`src/rtl/avalon_st_pkg.sv`:
```
// Shared helpers for Avalon-ST symbol-width adapters: width math, the
// downsizer FSM encoding and the sub-beat planning function used at acceptance.
package avalon_st_pkg;

    typedef enum logic {
        ST_IDLE = 1'b0,
        ST_EMIT = 1'b1
    } ds_state_t;

    typedef struct packed {
        logic [15:0] valid_syms;
        logic [15:0] last_idx;
        logic [15:0] empty;
    } subbeat_plan_t;

    function automatic int clog2(input int value);
        int r;
        r = 0;
        for (int p = 1; p < value; p = p * 2) begin
            r = r + 1;
        end
        return r;
    endfunction

    function automatic int empty_w(input int symbols);
        return (clog2(symbols) < 1) ? 1 : clog2(symbols);
    endfunction

    // Sub-beat count (as last index) and final empty for one input beat.
    // An out-of-range empty is clamped so at least one symbol is emitted.
    function automatic subbeat_plan_t plan_subbeats(input int in_syms, input int out_syms,
                                                    input int in_empty, input logic eop);
        subbeat_plan_t plan;
        int            emp;
        int            valid;
        int            beats;
        emp = 0;
        if (eop) begin
            emp = (in_empty >= in_syms) ? in_syms - 1 : in_empty;
        end
        valid           = in_syms - emp;
        beats           = (valid + out_syms - 1) / out_syms;
        plan.valid_syms = 16'(valid);
        plan.last_idx   = 16'(beats - 1);
        plan.empty      = eop ? 16'(beats * out_syms - valid) : 16'd0;
        return plan;
    endfunction

endpackage

```
`src/rtl/avalon_st_symbol_downsizer.sv`:
```
// Avalon-ST symbol downsizer: splits each wide input beat into RATIO narrower
// output sub-beats, MSB slice first, with packet delimiters and empty rewritten.
module avalon_st_symbol_downsizer
    import avalon_st_pkg::*;
#(
    parameter int SYMBOL_W    = 8,
    parameter int IN_SYMBOLS  = 3,
    parameter int OUT_SYMBOLS = 1
) (
    input  logic                                 clk,
    input  logic                                 reset,
    output logic                                 in_ready,
    input  logic                                 in_valid,
    input  logic [SYMBOL_W*IN_SYMBOLS-1:0]       in_data,
    input  logic                                 in_startofpacket,
    input  logic                                 in_endofpacket,
    input  logic [empty_w(IN_SYMBOLS)-1:0]       in_empty,
    input  logic                                 out_ready,
    output logic                                 out_valid,
    output logic                                 out_startofpacket,
    output logic                                 out_endofpacket,
    output logic [SYMBOL_W*OUT_SYMBOLS-1:0]      out_data,
    output logic [empty_w(OUT_SYMBOLS)-1:0]      out_empty
);

    localparam int IN_W        = SYMBOL_W * IN_SYMBOLS;
    localparam int OUT_W       = SYMBOL_W * OUT_SYMBOLS;
    localparam int REM_W       = IN_W - OUT_W;
    localparam int RATIO       = IN_SYMBOLS / OUT_SYMBOLS;
    localparam int CNT_W       = (clog2(RATIO) < 1) ? 1 : clog2(RATIO);
    localparam int OUT_EMPTY_W = empty_w(OUT_SYMBOLS);

    if ((IN_SYMBOLS % OUT_SYMBOLS) != 0 || RATIO < 2) begin : g_bad_ratio
        $error("IN_SYMBOLS must be a multiple of OUT_SYMBOLS with a ratio of at least 2");
    end

    ds_state_t              state_q, state_d;
    logic [CNT_W-1:0]       cnt_q, cnt_d;
    logic [REM_W-1:0]       shift_q, shift_d;
    logic                   eop_pend_q, eop_pend_d;
    logic [OUT_EMPTY_W-1:0] final_empty_q, final_empty_d;
    logic [OUT_W-1:0]       data_q, data_d;
    logic                   sop_q, sop_d;
    logic                   eop_q, eop_d;
    logic [OUT_EMPTY_W-1:0] empty_q, empty_d;

    subbeat_plan_t          plan;
    logic [IN_W-1:0]        masked;
    logic                   last_sub;
    logic                   accept;

    assign out_valid         = (state_q == ST_EMIT);
    assign out_data          = data_q;
    assign out_startofpacket = sop_q;
    assign out_endofpacket   = eop_q;
    assign out_empty         = empty_q;

    always_comb begin
        plan     = plan_subbeats(IN_SYMBOLS, OUT_SYMBOLS, int'(in_empty), in_endofpacket);
        last_sub = (cnt_q == '0);
        in_ready = !reset && (!out_valid || (out_ready && last_sub));
        accept   = in_valid && in_ready;

        // Symbols past the packet end are zeroed so padding never leaks out.
        masked = in_data;
        for (int s = 0; s < IN_SYMBOLS; s++) begin
            if (s >= int'(plan.valid_syms)) begin
                masked[(IN_SYMBOLS-1-s)*SYMBOL_W +: SYMBOL_W] = '0;
            end
        end

        state_d       = state_q;
        cnt_d         = cnt_q;
        shift_d       = shift_q;
        eop_pend_d    = eop_pend_q;
        final_empty_d = final_empty_q;
        data_d        = data_q;
        sop_d         = sop_q;
        eop_d         = eop_q;
        empty_d       = empty_q;

        if (accept) begin
            state_d       = ST_EMIT;
            cnt_d         = CNT_W'(plan.last_idx);
            data_d        = masked[IN_W-1 -: OUT_W];
            shift_d       = masked[REM_W-1:0];
            eop_pend_d    = in_endofpacket;
            final_empty_d = OUT_EMPTY_W'(plan.empty);
            sop_d         = in_startofpacket;
            eop_d         = in_endofpacket && (plan.last_idx == 16'd0);
            empty_d       = eop_d ? OUT_EMPTY_W'(plan.empty) : '0;
        end else if (state_q == ST_EMIT && out_ready) begin
            if (last_sub) begin
                state_d = ST_IDLE;
                sop_d   = 1'b0;
                eop_d   = 1'b0;
                empty_d = '0;
            end else begin
                cnt_d   = cnt_q - CNT_W'(1);
                data_d  = shift_q[REM_W-1 -: OUT_W];
                shift_d = shift_q << OUT_W;
                sop_d   = 1'b0;
                eop_d   = eop_pend_q && (cnt_q == CNT_W'(1));
                empty_d = eop_d ? final_empty_q : '0;
            end
        end
    end

    always_ff @(posedge clk) begin
        if (reset) begin
            state_q       <= ST_IDLE;
            cnt_q         <= '0;
            shift_q       <= '0;
            eop_pend_q    <= 1'b0;
            final_empty_q <= '0;
            data_q        <= '0;
            sop_q         <= 1'b0;
            eop_q         <= 1'b0;
            empty_q       <= '0;
        end else begin
            state_q       <= state_d;
            cnt_q         <= cnt_d;
            shift_q       <= shift_d;
            eop_pend_q    <= eop_pend_d;
            final_empty_q <= final_empty_d;
            data_q        <= data_d;
            sop_q         <= sop_d;
            eop_q         <= eop_d;
            empty_q       <= empty_d;
        end
    end

endmodule

```
`config.mk`:
```
export PLATFORM = sky130hd
export DESIGN_NAME = avalon_st_symbol_downsizer
export DESIGN_NICKNAME = d
export VERILOG_FILES = /design/src/rtl/avalon_st_pkg.sv /design/src/rtl/avalon_st_symbol_downsizer.sv
export SDC_FILE = /design/constraint.sdc
export NUM_CORES = 1
export LEC_CHECK = 0
export ABC_CLOCK_PERIOD_IN_PS = 3900
export BUFFER_PORTS_ARGS = -buffer_cell sky130_fd_sc_hd__buf_2
export CAP_MARGIN = 10
export CORE_UTILIZATION = 40
export DETAILED_ROUTE_END_ITERATION = 6
export PLACE_DENSITY = 0.63
export SKIP_LAST_GASP = 1
export SYNTH_ARGS = -nofsm -noshare
export SYNTH_HDL_FRONTEND = slang
export SYNTH_SLANG_ARGS = --single-unit
```
`constraint.sdc`:
```
create_clock -name clk -period 3.9 [get_ports clk]
set_input_delay 0.195 -clock clk [delete_from_list [all_inputs] [get_ports clk]]
set_output_delay 0.195 -clock clk [all_outputs]
set_load 0.1 [all_outputs]
```
==> flow_summary.toml, run 1 <==
[outcome]
status = "complete, no violations"

[synthesis]
ys_ff_latch = 31
synth_seq_area_share_pct = 47.56
syn_area_per_cell_um2 = 10.04
syn_nets = 166
async_flop_share_pct = 0
yosys_most_used_dff = "dfxtp_1"
syn_inst = 130
synth_edf_count = 0
syn_area_um2 = 1305
yosys_warnings = 0
synth_cell_types = 35

[timing]
maxSlewViolCount = 0
final_min_period_over_clock_period_pct = 49.12
tightest_slew_ps = 694.6
rsz0062_at_grt = "no"
fin_setup_tns_ps = 0
hold_viol = 0
setup_ws_ps = 1984
fin_crit_ps = 1916
fmax_mhz = 522.1
slew_headroom_pct = 53.70
fin_worst_skew_ps = 9.077
setup_viol = 0
holdWs_ps = 59.87

[cells_and_area]
final_area_um2 = 1608
antenna_cells = 0
n_fill_cell = 317
fin_nets = 212
syn_to_final_growth_pct = 23.20
layout_commonest_cell = "buf_2"
drive_gt1_share_pct = 32.77
final_util_pct = 52.24
stdcell_count = 221
final_cell_mix = "44 x buf_2, 31 x dfxtp_1, 15 x nor2_1, 15 x a222oi_1, 11 x inv_1"

[power]
leakage_nw = 0.7644
peakVddDrop_uv = 187.1
p_per_area_nw_per_um2 = 416.1
total_power_uw = 669.0

[critical_path]
path_max_fanout = 9
required_ps = 4170
ff2ff_setup_slack_ps = 1980
path_delay_family = "simple AND/OR/NAND/NOR gates"
slowest_stage = "nor3_4"
cp-endpoint = "shift_q[4]$_SDFFE_PP0P_"
cp-start-kind = "flip-flop"
worstRegToRegCells = 6
cp_slowest_stage_delay_ps = 440
r2r_start = "cnt_q[1]$_SDFFE_PP0P_"
worst-path-stages = 6
crit_start = "cnt_q[1]$_SDFFE_PP0P_"
cp_num_buf_inv = 1
reg2reg_to = "shift_q[4]$_SDFFE_PP0P_"
crit_arrival_ps = 2190
end_kind = "flip-flop"
critPathKind = "flip-flop to flip-flop"
path_cells = "inv_1, ha_1, a21boi_4, nor3_4, and3b_1, a22o_1"

[global_route]
grt_pass1_vias = 1074
grt_max_degree = 25
grtUsageTotal_pct = 20.06
grt_pass1_wl_mm = 5.037
antenna_found_initial = 0
grt.overflow.total = 0
met2_usage_pct = 32.63
gr-usage-met1_pct = 24.53
globalRouteMet3Util_pct = 6.332
busiest_layer = "met2"

[clocking]
cts_buffers = 5
cts.repair.resized = 0
hold_buffers = 0
root_buffer = "clkbuf_4"
cts_tree = "yes"
insertion_delay_ps = 330
htree_levels = 2
ctsLongestPathBuffers = 2
cts.sinks = 31
post_cts_buffers = 0
path_clk_slew_ps = 100

[placed_design]
placed_area_um2 = 1558
place_ws_ps = 1997
dp_hpwl_mm = 2.326
gp_congestion = 0.8359
dpl.cell_count = 213
port_buffers = 44

[drt]
antenna_left = 0
routedWlPerCell_um = 14.56
vias = 1210
drc = 0
routed_via_density = 5.475
firstDrtPassIters = 5
drt_iter0_drc = 97
wl_mm = 3.217

[die]
ios = 45
dieArea_um2 = 3495
core-area_um2 = 3078
die_w_um = 59.12
die-height_um = 59.12
start_util_pct = 42.40
num_rows = 20

[run]
maxCapViolations = 0

[min_path]
min_path_type = "input pin to flip-flop"
-- state kept, by name, summed over array words and instances (netlist names) --
register	count
cnt_q	2
out_valid	1
eop_pend_q	1
shift_q	16
out_startofpacket	1
out_data	8
out_endofpacket	1
out_empty	1
-- synthesized netlist by cell type (2+ instances only) --
| master | count | area (um^2) |
|---|---|---|
| or2_2 | 2 | 12.51 |
| clkbuf_1 | 2 | 7.510 |
| and3b_1 | 2 | 17.52 |
| buf_2 | 3 | 15.01 |
| nor2_1 | 15 | 56.30 |
| ha_1 | 4 | 50.05 |
| o21ai_0 | 2 | 10.01 |
| inv_1 | 11 | 41.29 |
| nor3_1 | 4 | 20.02 |
| dfxtp_1 | 31 | 620.6 |
| a21oi_1 | 3 | 15.01 |
| a22o_1 | 7 | 61.31 |
| a222oi_1 | 15 | 150.1 |
| nor3b_1 | 2 | 15.01 |
| nand2b_1 | 3 | 18.77 |
| a221oi_1 | 2 | 17.52 |
| nand2_1 | 4 | 15.01 |
-- cell families (layout without fill, tap and decap cells) --
logic type | count (synthesis) | after routing | synth area share, %
AO/OA/AOI/OAI | 37 | 37 | 25.12
XOR/XNOR | 1 | 1 | 0.6713
adder cells (fa/ha/maj) | 4 | 4 | 3.835
buffers and inverters | 16 | 63 | 4.890
flip-flops | 31 | 31 | 47.56
AND/OR/NAND/NOR | 41 | 41 | 17.93
-- worst min-delay path by stage --
| stage | start | endpoint | cells after the start |
|---|---|---|---|
| global placement | in_data[11] | shift_q[11]$_SDFFE_PP0P_ | 3 |
| detailed placement | in_data[10] | shift_q[10]$_SDFFE_PP0P_ | 3 |
| floorplan | in_data[10] | shift_q[10]$_SDFFE_PP0P_ | 2 |
| global route | in_data[10] | shift_q[10]$_SDFFE_PP0P_ | 3 |
| finish | in_data[12] | shift_q[12]$_SDFFE_PP0P_ | 3 |
| CTS | in_data[12] | shift_q[12]$_SDFFE_PP0P_ | 3 |
-- per-layer routing --
| layer | wire length [um] | share of wire, % |
|---|---|---|
| met5 | 0 | 0 |
| met4 | 42 | 1.3 |
| met3 | 227 | 7.1 |
| met2 | 1473 | 46 |
| met1 | 1473 | 46 |
-- power by group --
part	internal (mW)	total [mW]	switching, mW
registers	0.333	0.344	0.0105
logic	0.0441	0.149	0.105
clock network	0.0701	0.176	0.106
total	0.447	0.669	0.222
-- tightest hold or removal path: stages --
cell	delay, ps
buf_2	80
a222oi_1	50
inv_1	50
-- area by class of cell --
| class | instances | area [um^2] | share of cell area [%] |
|---|---|---|---|
| timing repair buffer | 44 | 220.2 | 13.70 |
| multi-input combinational | 83 | 620.6 | 38.60 |
| clock buffer | 7 | 45.04 | 2.802 |
| clock inverter | 1 | 5.005 | 0.3113 |
| inverter | 11 | 41.29 | 2.568 |
| tap | 44 | 55.05 | 3.424 |
| sequential | 31 | 620.6 | 38.60 |
Note: power is estimated with default switching activity, not from simulation.
==> run 2, diff against run 1 <==
--- a/config.mk
+++ b/config.mk
@@ -5,12 +5,13 @@
 export SDC_FILE = /design/constraint.sdc
 export NUM_CORES = 1
 export LEC_CHECK = 0
-export ABC_CLOCK_PERIOD_IN_PS = 3900
+export ABC_AREA = 1
+export ABC_CLOCK_PERIOD_IN_PS = 1750
 export BUFFER_PORTS_ARGS = -buffer_cell sky130_fd_sc_hd__buf_2
 export CAP_MARGIN = 10
 export CORE_UTILIZATION = 40
 export DETAILED_ROUTE_END_ITERATION = 6
-export PLACE_DENSITY = 0.63
+export PLACE_DENSITY = 0.64
 export SKIP_LAST_GASP = 1
 export SYNTH_ARGS = -nofsm -noshare
 export SYNTH_HDL_FRONTEND = slang
==> constraint.sdc (replaced) <==
create_clock -name clk -period 1.75 [get_ports clk]
set_input_delay 0.0875 -clock clk [delete_from_list [all_inputs] [get_ports clk]]
set_output_delay 0.0875 -clock clk [all_outputs]
set_load 0.1 [all_outputs]
==> run 2 against run 1 <==
Non-clock buffer count up 8. Fmax up 22%. Sequential share of layout area down 6.8 points. Largest cell class is now multi-input gates. Wire length up 13%. Clock skew down 2.2 ps. Clock-buffer cell count unchanged. Critical endpoint is now shift_q[8]$_SDFFE_PP0P_.
==> flow_summary.toml, run 2 <==
[outcome]
status = "complete, no violations"

[synthesis]
yosys.area.top_type_share_pct = 39.43
syn_area_per_cell_um2 = 6.641
synth_commonest_cells = "75 x nand2_1, 33 x nand3_1, 31 x dfxtp_1, 31 x inv_1, 17 x nor2_1"
synth_most_common_cell = "nand2_1"
synth_edf_count = 0
synth_seq_area_share_pct = 39.43
netlist_top_cells_area = "dfxtp_1 39%, nand2_1 18%, nand3_1 10%"
yosys_most_used_dff = "dfxtp_1"
synth_area_leader_cell = "dfxtp_1"
synth_cell_types = 22
syn_nets = 273
syn_area_um2 = 1574
yosys_warnings = 0
async_flop_share_pct = 0
syn_inst = 237
ys_ff_latch = 31

[die]
die-height_um = 64.73
num_rows = 22
start_util_pct = 42.36
dieArea_um2 = 4190
core-area_um2 = 3716
ios = 45
die_w_um = 64.73

[timing]
tightest_slew_ps = 484.2
final_min_period_over_clock_period_pct = 89.50
holdWs_ps = 53.00
slew_headroom_pct = 67.94
setup_ws_ps = 183.7
fmax_mhz = 638.5
fin_setup_tns_ps = 0
setup_viol = 0
fin_worst_skew_ps = 6.866
hold_viol = 0
rsz0062_at_grt = "no"
maxSlewViolCount = 0
fin_crit_ps = 1566

[drt]
wl_mm = 3.622
drc = 0
firstDrtPassIters = 4
vias = 1536
routedWlPerCell_um = 10.81
routed_via_density = 4.585
drt_iter0_drc = 99
antenna_left = 0

[cells_and_area]
drive_gt1_share_pct = 23.34
syn_to_final_growth_pct = 24.25
largest_reg_flops = 16
final_util_pct = 52.63
fin_nets = 322
layout_commonest_cell = "nand2_1"
seq_area_um2 = 621.8
multi_input_area_um2 = 767.0
final_area_um2 = 1956
antenna_cells = 0
final_cell_mix = "75 x nand2_1, 43 x buf_2, 33 x nand3_1"
n_fill_cell = 405
max_flop_register = "shift_q"

[critical_path]
crit_arrival_ps = 1750
ff2ff_setup_slack_ps = 180
path_max_fanout = 10
cp-endpoint = "shift_q[8]$_SDFFE_PP0P_"
crit_start = "cnt_q[0]$_SDFFE_PP0P_"
cp-start-kind = "flip-flop"
end_kind = "flip-flop"
reg2reg_to = "shift_q[8]$_SDFFE_PP0P_"
worstRegToRegCells = 10
critPathKind = "flip-flop to flip-flop"
required_ps = 1940
r2r_start = "cnt_q[0]$_SDFFE_PP0P_"

[min_path]
whs_path_depth = 3
hp-start = "in_data[7]"
min_path_type = "input pin to flip-flop"

[placed_design]
place_ws_ps = 89.25
port_buffers = 44
placed_area_um2 = 1864
dp_hpwl_mm = 2.615
gp_congestion = 0.8255

[global_route]
grtUsageTotal_pct = 19.41
grt_pass1_wl_mm = 6.210
grt.overflow.total = 0
grt_pass1_vias = 1453
grt_max_degree = 21
antenna_found_initial = 0

[clocking]
path_clk_slew_ps = 70
cts.sinks = 31
hold_buffers = 0
root_buffer = "clkbuf_8"
insertion_delay_ps = 280
cts_tree = "yes"
ctsLongestPathBuffers = 2
htree_levels = 2
cts_buffers = 5

[power]
peakVddDrop_uv = 483.6
p_per_area_nw_per_um2 = 839.6
leakage_nw = 1.062

[run]
maxCapViolations = 0
==> run 2: cell type report <==
class | instances | area share, %
Timing Repair Buffer | 52 | 15.10
Tap cell | 48 | 3.071
Inverter | 34 | 6.654
Multi-Input combinational cell | 162 | 39.22
Clock buffer | 7 | 3.903
Clock inverter | 1 | 0.2559
Sequential cell | 31 | 31.80
==> run 2: worst min-delay path by stage <==
stage | slack, ps | to
floorplan | 150 | out_valid$_SDFFE_PP0P_
global placement | 340 | shift_q[7]$_SDFFE_PP0P_
detailed placement | 340 | shift_q[7]$_SDFFE_PP0P_
CTS | 50 | shift_q[7]$_SDFFE_PP0P_
global route | 50 | shift_q[6]$_SDFFE_PP0P_
finish | 50 | shift_q[7]$_SDFFE_PP0P_
==> run 2: through the flow <==
stage	instances	total power, mW
CTS	335	1.655
detailed placement	327	1.117
floorplan	237	1.026
finish	335	1.642
global route	335	1.728
global placement	327	1.113
==> run 2: cell families after synthesis <==
| logic type | Yosys count | synth area share (%) |
|---|---|---|
| adder cells (fa/ha/maj) | 4 | 3.180 |
| flip-flops | 31 | 39.43 |
| XOR/XNOR | 1 | 0.5565 |
| AND/OR/NAND/NOR | 139 | 38.63 |
| AO/OA/AOI/OAI | 18 | 5.723 |
| buffers and inverters | 44 | 12.48 |
==> run 2: critical path: stages (launching register included) <==
cell,delay [ps]
dfxtp_1,310
inv_1,80
ha_1,220
nand2_1,90
nand2_2,110
nand3_4,160
buf_4,220
nand3_1,90
nand3_1,90
nand2_1,70
inv_1,40
==> run 2: repair_timing <==
item	CTS	global route
setup endpoints to repair	0	17
buffers inserted	0	0
gates resized for setup	0	3
==> run 2: layer usage <==
metal | part of all wire, % | track usage (%) | vias up
met5 | 0 | 0 | -
met4 | 1.4 | 7.222 | 0
met3 | 3.5 | 6.690 | 6
met2 | 47 | 31.64 | 27
met1 | 48 | 23.28 | 673
li1 | - | - | 830
==> run 2: power by group <==
part           internal, mW  switching, mW  total [mW]
clock network         0.279          0.261       0.539
registers             0.740         0.0176       0.758
logic                 0.106          0.239       0.345
total                  1.13          0.517        1.64
